`src/rtl/pipe_perf_monitor_pkg.sv`:
```
// perf_pkg: shared FSM encoding, read-select codes and overflow flag bit positions
package perf_pkg;
    typedef enum logic [1:0] {IDLE, RUN, DONE} state_e;
    localparam logic [2:0] SEL_CYC    = 3'd0;
    localparam logic [2:0] SEL_INSN   = 3'd1;
    localparam logic [2:0] SEL_CTRL   = 3'd2;
    localparam logic [2:0] SEL_MISP   = 3'd3;
    localparam logic [2:0] SEL_STREAK = 3'd4;
    localparam logic [2:0] SEL_STAT   = 3'd5;
    localparam logic [2:0] SEL_PC     = 3'd6;
    localparam int OVF_CYC  = 0;
    localparam int OVF_INSN = 1;
    localparam int OVF_CTRL = 2;
    localparam int OVF_MISP = 3;
endpackage

```
`src/rtl/pipe_perf_monitor_if.sv`:
```
// pipe_perf_monitor_if: core debug feed, measurement control and read port of the perf monitor
interface pipe_perf_monitor_if #(
    parameter int CNT_W = 32,
    parameter int WIN_W = 16,
    parameter int PC_W  = 32
);
    logic             i_insn_vld;
    logic             i_ctrl;
    logic             i_mispred;
    logic [PC_W-1:0]  i_pc_debug;
    logic             i_start;
    logic             i_stop;
    logic             i_clear;
    logic [WIN_W-1:0] i_win_len;
    logic             i_rd_req;
    logic [2:0]       i_rd_sel;
    logic [CNT_W-1:0] o_rd_data;
    logic             o_rd_vld;
    logic             o_busy;
    logic             o_win_done;
    logic             o_hang;
    logic [PC_W-1:0]  o_last_pc;
    logic [3:0]       o_ovf;
    modport master (
        output i_insn_vld, i_ctrl, i_mispred, i_pc_debug, i_start, i_stop, i_clear, i_win_len, i_rd_req, i_rd_sel,
        input  o_rd_data, o_rd_vld, o_busy, o_win_done, o_hang, o_last_pc, o_ovf
    );
    modport slave (
        input  i_insn_vld, i_ctrl, i_mispred, i_pc_debug, i_start, i_stop, i_clear, i_win_len, i_rd_req, i_rd_sel,
        output o_rd_data, o_rd_vld, o_busy, o_win_done, o_hang, o_last_pc, o_ovf
    );
endinterface

```
`src/rtl/pipe_perf_monitor_sat_counter.sv`:
```
// perf_sat_counter: saturating up-counter with a sticky overflow flag
module perf_sat_counter #(
    parameter int W = 32
) (
    input  logic         i_clk,
    input  logic         i_reset,
    input  logic         i_clr,
    input  logic         i_inc,
    output logic [W-1:0] o_cnt,
    output logic         o_ovf
);
    logic [W-1:0] cnt_q;
    logic         ovf_q;
    logic         at_max;
    assign at_max = &cnt_q;
    assign o_cnt  = cnt_q;
    assign o_ovf  = ovf_q;
    // clear beats increment; an increment at full scale holds the count and raises the flag
    always_ff @(posedge i_clk) begin
        if (!i_reset || i_clr) begin
            cnt_q <= '0;
            ovf_q <= 1'b0;
        end else if (i_inc) begin
            cnt_q <= at_max ? cnt_q : cnt_q + 1'b1;
            ovf_q <= ovf_q | at_max;
        end
    end
endmodule

```
`src/rtl/pipe_perf_monitor.sv`:
```
// pipe_perf_monitor: windowed cycle/retire/branch/mispredict counters with hang watch; PERF_STREAK_EN adds max correct-prediction streak
module pipe_perf_monitor
    import perf_pkg::*;
#(
    parameter int CNT_W       = 32,
    parameter int WIN_W       = 16,
    parameter int HANG_CYCLES = 1024,
    parameter int PC_W        = 32
) (
    input logic                i_clk,
    input logic                i_reset,
    pipe_perf_monitor_if.slave bus
);
    localparam int HW = $clog2(HANG_CYCLES + 1);
    localparam int MW = (CNT_W > WIN_W ? CNT_W : WIN_W) + 1;
    state_e           state_q, state_d;
    logic [WIN_W-1:0] win_len_q;
    logic [HW-1:0]    hang_cnt_q;
    logic             hang_q, win_done_q, rd_vld_q;
    logic [PC_W-1:0]  last_pc_q;
    logic [CNT_W-1:0] rd_data_q, rd_data_d;
    logic [CNT_W-1:0] cyc, insn, ctrl, misp, streak_max;
    logic [3:0]       ovf;
    logic             run, start_acc, clr_all, cnt_en, ev_insn, ev_ctrl, ev_misp, win_hit;
    assign run       = state_q == RUN;
    assign start_acc = !bus.i_clear && !run && bus.i_start;
    assign clr_all   = bus.i_clear || start_acc;
    assign cnt_en    = run && !bus.i_clear && !bus.i_stop;
    assign ev_insn   = cnt_en && bus.i_insn_vld;
    assign ev_ctrl   = ev_insn && bus.i_ctrl;
    assign ev_misp   = ev_ctrl && bus.i_mispred;
    assign win_hit   = cnt_en && win_len_q != '0 && MW'(cyc) + MW'(1) == MW'(win_len_q);
    perf_sat_counter #(.W(CNT_W)) u_cyc  (.i_clk(i_clk), .i_reset(i_reset), .i_clr(clr_all), .i_inc(cnt_en),  .o_cnt(cyc),  .o_ovf(ovf[OVF_CYC]));
    perf_sat_counter #(.W(CNT_W)) u_insn (.i_clk(i_clk), .i_reset(i_reset), .i_clr(clr_all), .i_inc(ev_insn), .o_cnt(insn), .o_ovf(ovf[OVF_INSN]));
    perf_sat_counter #(.W(CNT_W)) u_ctrl (.i_clk(i_clk), .i_reset(i_reset), .i_clr(clr_all), .i_inc(ev_ctrl), .o_cnt(ctrl), .o_ovf(ovf[OVF_CTRL]));
    perf_sat_counter #(.W(CNT_W)) u_misp (.i_clk(i_clk), .i_reset(i_reset), .i_clr(clr_all), .i_inc(ev_misp), .o_cnt(misp), .o_ovf(ovf[OVF_MISP]));
`ifdef PERF_STREAK_EN
    logic [CNT_W-1:0] streak_run;
    logic             streak_inc, run_ovf_unused, max_ovf_unused;
    assign streak_inc = ev_ctrl && !bus.i_mispred;
    perf_sat_counter #(.W(CNT_W)) u_streak_run (.i_clk(i_clk), .i_reset(i_reset), .i_clr(clr_all || ev_misp), .i_inc(streak_inc),
                                                .o_cnt(streak_run), .o_ovf(run_ovf_unused));
    // the running streak climbs by one, so the max moves only while the two are equal
    perf_sat_counter #(.W(CNT_W)) u_streak_max (.i_clk(i_clk), .i_reset(i_reset), .i_clr(clr_all),
                                                .i_inc(streak_inc && streak_run == streak_max),
                                                .o_cnt(streak_max), .o_ovf(max_ovf_unused));
`else
    assign streak_max = '0;
`endif
    // next state: clear beats stop beats start; stop or window expiry end a run
    always_comb begin
        state_d = state_q;
        if (bus.i_clear) state_d = IDLE;
        else if (start_acc) state_d = RUN;
        else if (run && (bus.i_stop || win_hit)) state_d = DONE;
    end
    // state, window length, hang watch, last retired PC and expiry pulse
    always_ff @(posedge i_clk) begin
        if (!i_reset) begin
            state_q    <= IDLE;
            win_len_q  <= '0;
            hang_cnt_q <= '0;
            hang_q     <= 1'b0;
            win_done_q <= 1'b0;
            last_pc_q  <= '0;
        end else begin
            state_q    <= state_d;
            win_done_q <= win_hit;
            if (start_acc) win_len_q <= bus.i_win_len;
            if (clr_all) begin
                hang_cnt_q <= '0;
                hang_q     <= 1'b0;
            end else if (cnt_en) begin
                hang_cnt_q <= bus.i_insn_vld ? '0 : hang_cnt_q == HW'(HANG_CYCLES) ? hang_cnt_q : hang_cnt_q + 1'b1;
                hang_q     <= hang_q | (!bus.i_insn_vld && hang_cnt_q == HW'(HANG_CYCLES - 1));
            end
            if (bus.i_clear) last_pc_q <= '0;
            else if (ev_insn) last_pc_q <= bus.i_pc_debug;
        end
    end
    // read mux over register contents before the sampling edge
    always_comb begin
        rd_data_d = '0;
        case (bus.i_rd_sel)
            SEL_CYC:    rd_data_d = cyc;
            SEL_INSN:   rd_data_d = insn;
            SEL_CTRL:   rd_data_d = ctrl;
            SEL_MISP:   rd_data_d = misp;
            SEL_STREAK: rd_data_d = streak_max;
            SEL_STAT:   rd_data_d = CNT_W'({hang_q, ovf});
            SEL_PC:     rd_data_d = CNT_W'(last_pc_q);
            default:    rd_data_d = '0;
        endcase
    end
    // registered read port: one result per request, data held between reads
    always_ff @(posedge i_clk) begin
        if (!i_reset) begin
            rd_vld_q  <= 1'b0;
            rd_data_q <= '0;
        end else begin
            rd_vld_q <= bus.i_rd_req;
            if (bus.i_rd_req) rd_data_q <= rd_data_d;
        end
    end
    assign bus.o_rd_data  = rd_data_q;
    assign bus.o_rd_vld   = rd_vld_q;
    assign bus.o_busy     = run;
    assign bus.o_win_done = win_done_q;
    assign bus.o_hang     = hang_q;
    assign bus.o_last_pc  = last_pc_q;
    assign bus.o_ovf      = ovf;
endmodule

```
`src/flat_wrapper.sv`:
```
// flat-port wrapper written by rule: the top's interface ports become plain ports
module pipe_perf_monitor_flat import perf_pkg::*;
#(
    parameter int CNT_W       = 32,
    parameter int WIN_W       = 16,
    parameter int HANG_CYCLES = 1024,
    parameter int PC_W        = 32
)
  (i_clk, i_reset, bus_i_insn_vld, bus_i_ctrl, bus_i_mispred, bus_i_pc_debug, bus_i_start, bus_i_stop, bus_i_clear, bus_i_win_len, bus_i_rd_req, bus_i_rd_sel, bus_o_rd_data, bus_o_rd_vld, bus_o_busy, bus_o_win_done, bus_o_hang, bus_o_last_pc, bus_o_ovf);
  pipe_perf_monitor_if #(.CNT_W(CNT_W), .WIN_W(WIN_W), .PC_W(PC_W)) bus_i ();
  input logic i_clk;
  input logic i_reset;
  input wire logic [$bits(bus_i.i_insn_vld)-1:0] bus_i_insn_vld;
  input wire logic [$bits(bus_i.i_ctrl)-1:0] bus_i_ctrl;
  input wire logic [$bits(bus_i.i_mispred)-1:0] bus_i_mispred;
  input wire logic [$bits(bus_i.i_pc_debug)-1:0] bus_i_pc_debug;
  input wire logic [$bits(bus_i.i_start)-1:0] bus_i_start;
  input wire logic [$bits(bus_i.i_stop)-1:0] bus_i_stop;
  input wire logic [$bits(bus_i.i_clear)-1:0] bus_i_clear;
  input wire logic [$bits(bus_i.i_win_len)-1:0] bus_i_win_len;
  input wire logic [$bits(bus_i.i_rd_req)-1:0] bus_i_rd_req;
  input wire logic [$bits(bus_i.i_rd_sel)-1:0] bus_i_rd_sel;
  output wire logic [$bits(bus_i.o_rd_data)-1:0] bus_o_rd_data;
  output wire logic [$bits(bus_i.o_rd_vld)-1:0] bus_o_rd_vld;
  output wire logic [$bits(bus_i.o_busy)-1:0] bus_o_busy;
  output wire logic [$bits(bus_i.o_win_done)-1:0] bus_o_win_done;
  output wire logic [$bits(bus_i.o_hang)-1:0] bus_o_hang;
  output wire logic [$bits(bus_i.o_last_pc)-1:0] bus_o_last_pc;
  output wire logic [$bits(bus_i.o_ovf)-1:0] bus_o_ovf;
  assign bus_i.i_insn_vld = bus_i_insn_vld;
  assign bus_i.i_ctrl = bus_i_ctrl;
  assign bus_i.i_mispred = bus_i_mispred;
  assign bus_i.i_pc_debug = bus_i_pc_debug;
  assign bus_i.i_start = bus_i_start;
  assign bus_i.i_stop = bus_i_stop;
  assign bus_i.i_clear = bus_i_clear;
  assign bus_i.i_win_len = bus_i_win_len;
  assign bus_i.i_rd_req = bus_i_rd_req;
  assign bus_i.i_rd_sel = bus_i_rd_sel;
  assign bus_o_rd_data = bus_i.o_rd_data;
  assign bus_o_rd_vld = bus_i.o_rd_vld;
  assign bus_o_busy = bus_i.o_busy;
  assign bus_o_win_done = bus_i.o_win_done;
  assign bus_o_hang = bus_i.o_hang;
  assign bus_o_last_pc = bus_i.o_last_pc;
  assign bus_o_ovf = bus_i.o_ovf;
  pipe_perf_monitor #(.CNT_W(CNT_W), .WIN_W(WIN_W), .HANG_CYCLES(HANG_CYCLES), .PC_W(PC_W)) u_core (.i_clk(i_clk), .i_reset(i_reset), .bus(bus_i));
endmodule
```
`config.mk`:
```
export PLATFORM = sky130hd
export DESIGN_NAME = pipe_perf_monitor_flat
export DESIGN_NICKNAME = d
export VERILOG_FILES = /design/src/rtl/pipe_perf_monitor_pkg.sv /design/src/rtl/pipe_perf_monitor_if.sv /design/src/rtl/pipe_perf_monitor_sat_counter.sv /design/src/rtl/pipe_perf_monitor.sv /design/src/flat_wrapper.sv
export SDC_FILE = /design/constraint.sdc
export NUM_CORES = 1
export LEC_CHECK = 0
export CORE_UTILIZATION = 45
export DETAILED_ROUTE_END_ITERATION = 10
export PLACE_DENSITY = 0.76
export REMOVE_ABC_BUFFERS = 1
export SYNTH_ARGS = -nofsm -noshare
export SYNTH_HDL_FRONTEND = slang
export SYNTH_SLANG_ARGS = --single-unit
```
`constraint.sdc`:
```
create_clock -name i_clk -period 2.6 [get_ports i_clk]
set_clock_uncertainty 0.05 [all_clocks]
set_input_delay 0.52 -clock i_clk [delete_from_list [all_inputs] [get_ports i_clk]]
set_output_delay 0.52 -clock i_clk [all_outputs]
set_load 0.03 [all_outputs]
```
## Yosys cells after proc, flatten, opt, wreduce, memory -nomap -nowiden

Cells that the tools add are included.

| word-level totals | value |
|---|---|
| output and inout port bits | 72 |
| latch bits | 0 |
| memories kept | 0 |
| bits of input ports | 60 |
| bits in read-only memories | 0 |
| memory bits (writable) | 0 |
| logic and storage cells | 82 |
| register bits after elaboration | 228 |

| cells by class | value |
|---|---|
| shifts and indexed selects | 0 |
| magnitude comparators | 0 |
| bitwise gates (word level) | 10 |
| equal/unequal tests | 10 |
| $add $sub $neg | 6 |
| mux-type cells | 5 |
| multiply operators | 0 |
| reductions and logical operators | 34 |
| divide/modulo/power cells | 0 |

Operator list:

| kind | count |
|---|---|
| 32-bit case mux with 6 select lines | 1 |
| 32-bit by 1-bit adder with 32-bit output, second input constant | 4 |
| 32-bit AND reduction | 4 |
| 32-bit by 1-bit adder with 33-bit output, second input constant | 1 |
| 33-bit by 16-bit == test with 1-bit output | 1 |
| 11-bit two-way mux | 2 |
| 16-bit nonzero test | 1 |
| 11-bit by 1-bit adder with 11-bit output, second input constant | 1 |
| 11-bit by 10-bit == test with 1-bit output, second input constant | 1 |
| 11-bit == test, second input constant | 1 |
| 1-bit logical AND | 11 |
| 2-bit AND reduction | 5 |
| 3-bit by 2-bit == test with 1-bit output, second input constant | 2 |
| 3-bit == test, second input constant | 2 |
| 1-bit logical NOT | 5 |
| 1-bit inverter | 5 |
| 1-bit OR | 5 |
| 2-bit OR reduction | 2 |
| 3-bit by 1-bit == test with 1-bit output, second input constant | 1 |
| 3-bit logical NOT | 1 |
| 1-bit logical OR | 3 |
| 3-bit OR reduction | 1 |
| 2-bit by 1-bit == test with 1-bit output, second input constant | 1 |
| 1-bit two-way mux | 2 |
| other kinds (2) | 2 |

## Depth between registers and ports, before layout

| logic depth | value |
|---|---|
| word-level depth | 9 |
| depth in mapped cells | 10 |
| mapped depth without buffers | 8 |

## By module

A second synthesis with hierarchy kept.

| second synthesis, totals | value |
|---|---|
| cells, all modules | 1579 |
| area, all modules | 12797.3 um^2 |

Modules (own cells, without submodules):

| module | seq. area each (um^2) | times used | area an instance (um^2) | cells each |
|---|---|---|---|---|
| perf_sat_counter | 660.6 | 4 | 1685.4 | 203 |
| pipe_perf_monitor | 1921.8 | 1 | 6055.8 | 767 |

## Worst setup path after synthesis

OpenSTA, ideal clock, no wires.

| timing | value |
|---|---|
| path type | register -> register |
| start | register u_core.u_cyc.cnt_q[0], in the netlist u_core.u_cyc.o_cnt[0] |
| end | register u_core.state_q[0] |
| required time | 2.418 ns |
| library setup time | 0.132 ns |
| buffers on the path | 0 |
| data arrival time | 2.417 ns |
| setup slack | 0.002 ns |
| stages on the path, launching flop included | 9 |
| period minus slack after synthesis | 2.598 ns |
| path through | dfxtp_1 ha_1 nand4_2 nor4_4 nand3_2 mux2_2 or4b_1 nor4_1 a211oi_1 |

| on the way | value |
|---|---|
| longest elaborated chain between the ends | 6 |

Ends and longest elaborated chain:

| element | RTL line | text |
|---|---|---|
| start, declared | pipe_perf_monitor_sat_counter.sv:12 | `logic [W-1:0] cnt_q;` |
| start signal, assigned | pipe_perf_monitor_sat_counter.sv:24 | `cnt_q <= at_max ? cnt_q : cnt_q + 1'b1;` |
| 32-bit by 1-bit adder with 33-bit output | pipe_perf_monitor.sv:32 | `assign win_hit = cnt_en && win_len_q != '0 && MW'(cyc) + MW'(1) == MW'(win_len_q);` |
| 33-bit by 16-bit == test with 1-bit output | pipe_perf_monitor.sv:32 |  |
| 1-bit logical AND | pipe_perf_monitor.sv:32 |  |
| 1-bit logical OR | pipe_perf_monitor.sv:55 | `else if (run && (bus.i_stop \|\| win_hit)) state_d = DONE;` |
| 1-bit logical AND | pipe_perf_monitor.sv:55 |  |
| 2-bit nonzero test (no line) | -- |  |
| end signal, assigned | pipe_perf_monitor.sv:67 | `state_q <= state_d;` |
| end, declared | pipe_perf_monitor.sv:16 | `state_e state_q, state_d;` |

No other way between the ends.
A chain may end at the register's enable or synchronous reset.

## Worst setup path in the final report

| timing | value |
|---|---|
| start | register u_core.u_cyc.cnt_q[4], in the netlist u_core.u_cyc.o_cnt[4] |
| end | register u_core.state_q[1] |

| on the way | value |
|---|---|
| longest elaborated chain between the ends | 5 |

Ends and longest elaborated chain:

| element | RTL line |
|---|---|
| 32-bit by 1-bit adder with 33-bit output | pipe_perf_monitor.sv:32 |
| 33-bit by 16-bit == test with 1-bit output | pipe_perf_monitor.sv:32 |
| 1-bit logical AND | pipe_perf_monitor.sv:32 |
| 1-bit logical OR | pipe_perf_monitor.sv:55 |
| 1-bit logical AND | pipe_perf_monitor.sv:55 |

No other way between the ends.

==> impl_metrics.ini <==
[final_layout]
multi_input_area_um2 = 6860
drive_above_1_share_pct = 12.9
ff_latch_area_um2 = 4570
diodes = 0
design_area_um2 = 15100
fill_cells = 2251
area_delta_synth_final_pct = 26.5
num-nets-final = 1708
post-route-util_pct = 58.1

[synthesis]
synth-edff-count = 0
netlist_instances = 1468
syn_area_um2 = 12000
synth-seq-cells = 228
yosysMostFrequentCell = dfxtp_1
ys_seq_area_share_pct = 38.2
synthFlopType = dfxtp_1
synthDistinctLibCells = 62
synth_top_area_share_pct = 38.2
synth.largest_area_cell = dfxtp_1
synthArstFlopShare_pct = 0
ys.warnings.count = 0
syn_avg_cell_area_um2 = 8.15
synth.area.top_cells = dfxtp_1, xnor2_1, nand2_1, nor2_1, xor2_1
synth_common_cells = dfxtp_1, nand2_1, nor2_1

[clock_network]
clk_pin_slew_ns = 0.06
cts_buffer_depth = 3
clk_latency_ns = 0.55
cts_root_buf = clkbuf_16
cts_sinks = 228
numCtsBuffers = 25
postCtsSetupBuffers = 0
cts_tree = built
cts_max_level = 1

[grt]
grt_pass1_wl_um = 54700
grt_antenna_before_repair = 0
grt_pass1_vias = 10500
grt_overflow = 0
grt_max_degree = 51
grtUsageTotal_pct = 25.6

[sta]
setup-violations-final = 0
min_period_ns = 2.47
fmaxAchievable_mhz = 406
maxSlewHeadroom_pct = 62.7
hold_violations = 0
tightest_slew_ns = 0.559
maxSlewViolCount = 0
fin_crit_sh_pct = 94.8

[setup_path]
cp.arrival_ns = 2.88
required_ns = 3.01
crit_type = reg -> reg
cp_max_fo = 6
end_kind = flip-flop
startpoint_type = flip-flop

[routing]
drt-wirelength-per-cell_um = 17.5
drc = 0
drtAntennaViolNets = 0
vias = 11200
drtPass1Iterations = 5
routed_wl_um = 35000
vias_per_cell = 5.62
drt-initial-drc-count = 894

[outcome]
outcome = completed

[floorplan]
rows = 59
dieArea_um2 = 27200
die_x_um = 165
initial_core_util_pct = 45.9
io_pins = 132
core-area_um2 = 26100
die_h_um = 165

[power_and_ir_drop]
seq_power_share_pct = 46.8
p_clk_share_pct = 47.1
leakage_nw = 5.05
swShare_pct = 23.5
p_comb_share_pct = 6.1
intPower_mw = 5.78
peakVddDrop_uv = 521
power_mw = 7.56
powerDensity_nw_per_um2 = 499
switching_power_mw = 1.78

[min_path]
worst_hold_path_type = in -> reg

[placed_design]
place_area_um2 = 14200
dp.final_hpwl_um = 26100
gp_congestion = 0.960
place.port_buffers = 131

[job]
maxCapViolCount = 0
## registers in the layout, summed over array words and instances (netlist names), 2 cells and up
signal                cells
u_core.bus.o_last_pc     32
u_core.u_cyc.o_cnt       32
u_core.state_q            2
u_core.u_ctrl.o_cnt      32
u_core.u_insn.o_cnt      32
u_core.hang_cnt_q        11
u_core.u_misp.o_cnt      32
u_core.bus.o_rd_data     32
u_core.win_len_q         16
## cells in the final DEF (no fill, tap or decap), types with 16 or more instances in the layout
cell type	instances
buf_4	109
nor2_1	167
mux4_2	25
clkdlybuf4s50_1	128
and4_1	16
nand3_1	64
xnor2_1	75
or3_1	16
and3_1	21
a21boi_0	17
nor2b_1	28
inv_1	57
mux2i_1	18
and2_1	46
nand4_1	58
a21oi_1	75
nor4_1	23
clkbuf_16	25
o22ai_1	32
nor3_1	32
nand2_1	175
xor2_1	68
dfxtp_1	226
o21ai_0	43
## stage by stage
step	hold WS [ns]	setup TNS, ns	setup WS, ns	cells
detailed placement	0.413	-24.27	-0.439	1950
global placement	0.409	-19.86	-0.373	1950
CTS	0.422	0	0.00901	1996
global route	0.372	-0.00547	-0.00547	1996
floorplan	0.395	-194.55	-1.45	1368
finish	0.375	0	0.135	1996
## per-layer routing
layer	GRT usage [%]	vias up	share of wire, %
met2	42.4	385	47
met5	0	-	0
li1	-	5426	-
met1	34.0	5338	43
met4	9.34	0	3.6
met3	3.45	68	6.7
## power by group through the flow
stage / Clock (mW) / Combinational (mW) / Sequential (mW)
2_1_floorplan: 0 / 0.157 / 3.62
3_3_place_gp: 0 / 0.451 / 3.61
3_5_place_dp: 0 / 0.455 / 3.61
4_1_cts: 3.59 / 0.458 / 3.53
5_1_grt: 3.74 / 0.495 / 3.54
6_report: 3.56 / 0.462 / 3.53
## worst paths after layout
check                       endpoint  depth (start not counted)  slack, ns                     from
max                u_core.state_q[1]                          8       0.13    u_core.u_cyc.o_cnt[4]
min                u_core.state_q[0]                          3       0.38               bus_i_stop
max reg2reg        u_core.state_q[1]                          8       0.13    u_core.u_cyc.o_cnt[4]
min reg2reg  u_core.bus.o_last_pc[2]                          2       0.42  u_core.bus.o_last_pc[2]
## worst max-delay path, stage by stage (launching register included)
cell and delay, ns:
dfxtp_1 0.43, nand3_2 0.13, buf_4 0.18, nor4_1 0.31, xnor2_1 0.17, o21ai_1 0.13
or4b_1 0.56, or3_1 0.32, o21ai_1 0.12
## cells by family after synthesis
logic type / after synthesis / synth area share [%]
compound gates: 204 / 10.3
xor+xnor: 144 / 10.5
fa+ha+maj: 6 / 0.627
buf+inv: 157 / 5.22
flops: 228 / 38.2
mux: 44 / 6.31
simple gates: 685 / 28.9
## cell type report
cell class                      instances  area share [%]
Multi-Input combinational cell       1083            45.3
Sequential cell                       228            30.2
Timing Repair Buffer                  247            14.9
Clock buffer                           34            4.75
Tap cell                              335            2.77
Inverter                               57            1.41
Clock inverter                         12           0.736
## repair_timing
action | 4_1_cts | 5_1_grt
endpoints found under the setup margin | 0 | 8
hold endpoints to repair | 0 | 0
gates resized for setup | 0 | 15
hold buffers | 0 | 0
Power figures use the tool's default switching activity.
